**src/rtl/ifu_fetch.sv**
```systemverilog
// ifu_fetch: PC register, next-PC select and registered IF/ID stage for the MIPS core.
// Optional build macro DELAY_SLOT_EN: when defined, a redirect still captures the delay-slot
// instruction; when undefined, a redirect inserts a bubble into IF/ID.
module ifu_fetch #(
    parameter logic [31:0] PC_RESET = 32'h0000_3000,
    parameter logic [31:0] IM_BASE  = 32'h0000_3000,
    parameter int          IM_AW    = 10
) (
    input  logic        clk,
    input  logic        reset,
    input  logic        stall,
    input  logic        redirect_valid,
    input  logic [31:0] redirect_pc,
    output logic [31:0] ima,
    input  logic [31:0] imd,
    output logic [31:0] pc,
    output logic [31:0] if_pc,
    output logic [31:0] if_instr,
    output logic        if_valid,
    output logic        if_adel
);
    localparam logic [32:0] IM_BYTES = 33'd4 << IM_AW;
    logic        adel;
    logic [31:0] cap_instr;
    logic        bubble;
    // Memory offset and address-error detection for the current fetch PC
    always_comb begin
        ima       = pc - IM_BASE;
        adel      = (pc[1:0] != 2'b00) || (pc < IM_BASE) || ({1'b0, ima} >= IM_BYTES);
        cap_instr = adel ? 32'h0 : imd;
`ifdef DELAY_SLOT_EN
        bubble    = 1'b0;
`else
        bubble    = redirect_valid;
`endif
    end
    // PC update and IF/ID capture: reset beats stall, stall beats redirect
    always_ff @(posedge clk) begin
        if (reset) begin
            pc       <= PC_RESET;
            if_pc    <= 32'h0;
            if_instr <= 32'h0;
            if_valid <= 1'b0;
            if_adel  <= 1'b0;
        end else if (!stall) begin
            pc       <= redirect_valid ? redirect_pc : pc + 32'd4;
            if_pc    <= pc;
            if_instr <= bubble ? 32'h0 : cap_instr;
            if_valid <= !bubble;
            if_adel  <= bubble ? 1'b0 : adel;
        end
    end
endmodule

```
**config.mk**
```make
export PLATFORM = sky130hd
export DESIGN_NAME = ifu_fetch
export DESIGN_NICKNAME = d
export VERILOG_FILES = /design/src/rtl/ifu_fetch.sv
export SDC_FILE = /design/constraint.sdc
export NUM_CORES = 1
export LEC_CHECK = 0
export CAP_MARGIN = 5
export CORE_MARGIN = 2
export CORE_UTILIZATION = 45
export CTS_BUF_LIST = sky130_fd_sc_hd__clkbuf_8
export DETAILED_ROUTE_END_ITERATION = 16
export HOLD_SLACK_MARGIN = 0.03
export PLACE_DENSITY_LB_ADDON = 0.12
export SYNTH_ARGS = -nofsm -noshare
export SYNTH_HDL_FRONTEND = slang
export SYNTH_SLANG_ARGS = --single-unit
```
**constraint.sdc**
```tcl
create_clock -name clk -period 2.8 [get_ports clk]
set_clock_uncertainty 0.2 [all_clocks]
set_input_delay 0.28 -clock clk [delete_from_list [all_inputs] [get_ports clk]]
set_output_delay 0.28 -clock clk [all_outputs]
set_load 0.01 [all_outputs]
```
==> impl_metrics.json <==
{
  "maxCapViolations": 0,
  "cp_cell_sequence": "buf_6 > or4_4 > nor4_4 > xnor2_1 > inv_1 > dlygate4sd2_1",
  "numCtsBuffers": 9,
  "synthesis.nets": 646,
  "p_leak_nw": 2.93,
  "min_path_type": "in2reg",
  "h-tree-depth": 3,
  "vias_per_cell": 5.60,
  "setup_violations": 0,
  "synth-seq-cells": 98,
  "core_um2": 10400,
  "ir_worst_vdd_v": 0.000260,
  "antenna_found_initial": 0,
  "wl_mm": 15.4,
  "report.final.slew_viol_count": 0,
  "final_common_cell": "clkdlybuf4s50_1",
  "ys.flop_type": "dfxtp_1",
  "vias": 5009,
  "cpPeakStageDelay_ps": 570,
  "grt_max_degree": 37,
  "gp_congestion": 0.865,
  "arrival_ps": 2220,
  "outcome": "finished clean",
  "start_util_pct": 46.8,
  "placed_cells": 879,
  "grt_util_all_layers_pct": 25.8,
  "yosysWarnings": 0,
  "cts_setup_buffers": 0,
  "crit_type": "reg2out",
  "syn_area_um2": 4870,
  "dieArea_um2": 11700,
  "fillers": 882,
  "io_pins": 198,
  "fin_nets": 827,
  "power_density_nw_per_um2": 450,
  "crit_path_start_kind": "flip-flop",
  "clkSinkCount": 98,
  "async_flop_share_pct": 0,
  "synth_edf_count": 0,
  "overflow": 0,
  "synthDistinctLibCells": 57,
  "first_iter_violations": 298,
  "route.detailed.wl_per_inst_um": 17.2,
  "drtAntennaViolNets": 0,
  "port_buffers": 197,
  "max_freq_ghz": 0.370,
  "place_ws_ps": 125,
  "num_rows": 37,
  "cts_hold_buf": 0,
  "synth-seq-area-share_pct": 40.3,
  "hpwl_mm": 11.3,
  "grt_pass1_vias": 4788,
  "relSlewSlack_pct": 16.0,
  "antenna_cells": 0,
  "drive_gt1_share_pct": 11.1,
  "die_w_um": 108,
  "end_kind": "primary output",
  "cp_slowest_cell": "or4_4",
  "rsz0062_at_grt": "true",
  "die_h_um": 108,
  "worstSkewPairLatency_ps": 370,
  "path_buf_inv": 3,
  "postSynthAreaPerCell_um2": 8.51,
  "post-route-period-util_pct": 96.4,
  "period_needed_ps": 2700,
  "syn_to_final_growth_pct": 48.5,
  "clk_pin_slew_ps": 110,
  "grt_pass1_wl_mm": 23.9,
  "tightest_slew_ps": 1260,
  "reg2reg_setup_slack_ps": 100,
  "synthCells": 573,
  "route.detailed.drc": 0,
  "drtPass1Iterations": 5,
  "layout_common_cells": "clkdlybuf4s50_1 (184), dfxtp_1 (95), nor2_1 (82)",
  "cts_tree": "built",
  "setup_slack_ps": 99.8,
  "cts_root_buf": "clkbuf_8",
  "path_max_fanout": 13,
  "cts_buffer_depth": 2,
  "cp_top_family": "simple AND/OR/NAND/NOR gates",
  "cp_data_required_time_ps": 2320,
  "hold_viol": 0,
  "final_cell_count_no_fill": 895
}
## metal layers
layer | vias to the layer above | share of wire, % | wire length [µm] | global-route usage (%)
met5 | - | 0 | 0 | 0
li1 | 2412 | - | - | -
met1 | 2359 | 42 | 6510 | 33.3
met4 | 0 | 2.7 | 413 | 10.5
met2 | 203 | 48 | 7400 | 43.0
met3 | 35 | 6.9 | 1060 | 4.10
## power by group
part	leakage (nW)	internal (W)	switching, W	total (W)
sequential	0.799	0.00144	0.0000477	0.00149
clock	0.110	0.000440	0.000578	0.00102
combinational	2.02	0.000389	0.000356	0.000745
total	2.93	0.00227	0.000982	0.00325
## state kept, by name (all words and copies together), names as in the netlist
name / cells
pc: 32
if_valid: 1
if_pc: 32
if_instr: 32
if_adel: 1
## cells by family after synthesis
family                     count (synthesis)  synth area share (%)
buffers and inverters                     77                  7.57
DFF                                       98                  40.3
xor gates and xnor gates                  14                  2.52
muxes                                     36                  7.45
adders and majority gates                  5                  1.28
AOI/OAI and AO/OA                        132                  19.4
and+or+nand+nor                          211                  21.6
## what timing repair did
action / CTS / global route
resized for setup: 19 / 6
endpoints found under the setup margin: 12 / 5
hold endpoints to repair: 0 / 0
## cells in the mapped netlist (all sizes together), types with 2 or more instances
cell,n,area (µm²)
dfxtp,98,1960
nor2,84,315
nand2,38,143
mux2i,34,340
buf,33,204
a22o,32,280
clkbuf,32,120
a21oi,31,155
o21ai,18,90.1
nand3,15,75.1
nor3,14,70.1
nand4,13,81.3
inv,12,45.0
nor4,9,83.8
a211oi,8,60.1
and3,8,50.1
o22ai,7,43.8
xnor2,7,61.3
xor2,7,61.3
o221a,6,67.6
or4,6,52.6
ha,5,62.6
o31ai,5,37.5
a22oi,4,30.0
and4,4,35.0
nor4b,4,35.0
a2bb2oi,3,26.3
a41oi,3,26.3
nand2b,3,18.8
or3,3,18.8
a31oi,2,12.5
mux2,2,22.5
nand4b,2,17.5
nor2b,2,12.5
o211a,2,20.0
o211ai,2,15.0
or2,2,12.5
## worst paths after layout
check / startpoint / endpoint / cells after the start
worst min register to register: if_instr[16] / if_instr[16] / 1
worst max register to register: pc[14] / if_instr[11] / 8
worst min-delay path: stall / pc[2] / 2
worst max-delay path: pc[14] / ima[23] / 6
## stage by stage
step	TNS [ps]	util, %	hold slack, ps	total power [W]	area, µm²
floorplan	0	-	206	0.00188	4870
global placement	0	67.1	260	0.00225	6980
detailed placement	0	67.1	265	0.00227	6980
CTS	0	69.3	53.7	0.00327	7220
global route	-13.7	69.5	68.9	0.00340	7240
finish	0	69.5	60.6	0.00325	7240
## cell type report
type                    instances  area (µm²)  share of cell area, %
flip-flops and latches         98        1970                   27.2
repair buffers                235        2250                   31.1
clock buffers                   9         124                   1.71
inverters                      12        45.0                  0.622
clock inverters                 7        97.6                   1.35
multi-input cells             398        2590                   35.7
well taps                     136         170                   2.35
(Power assumes the default switching activity.)
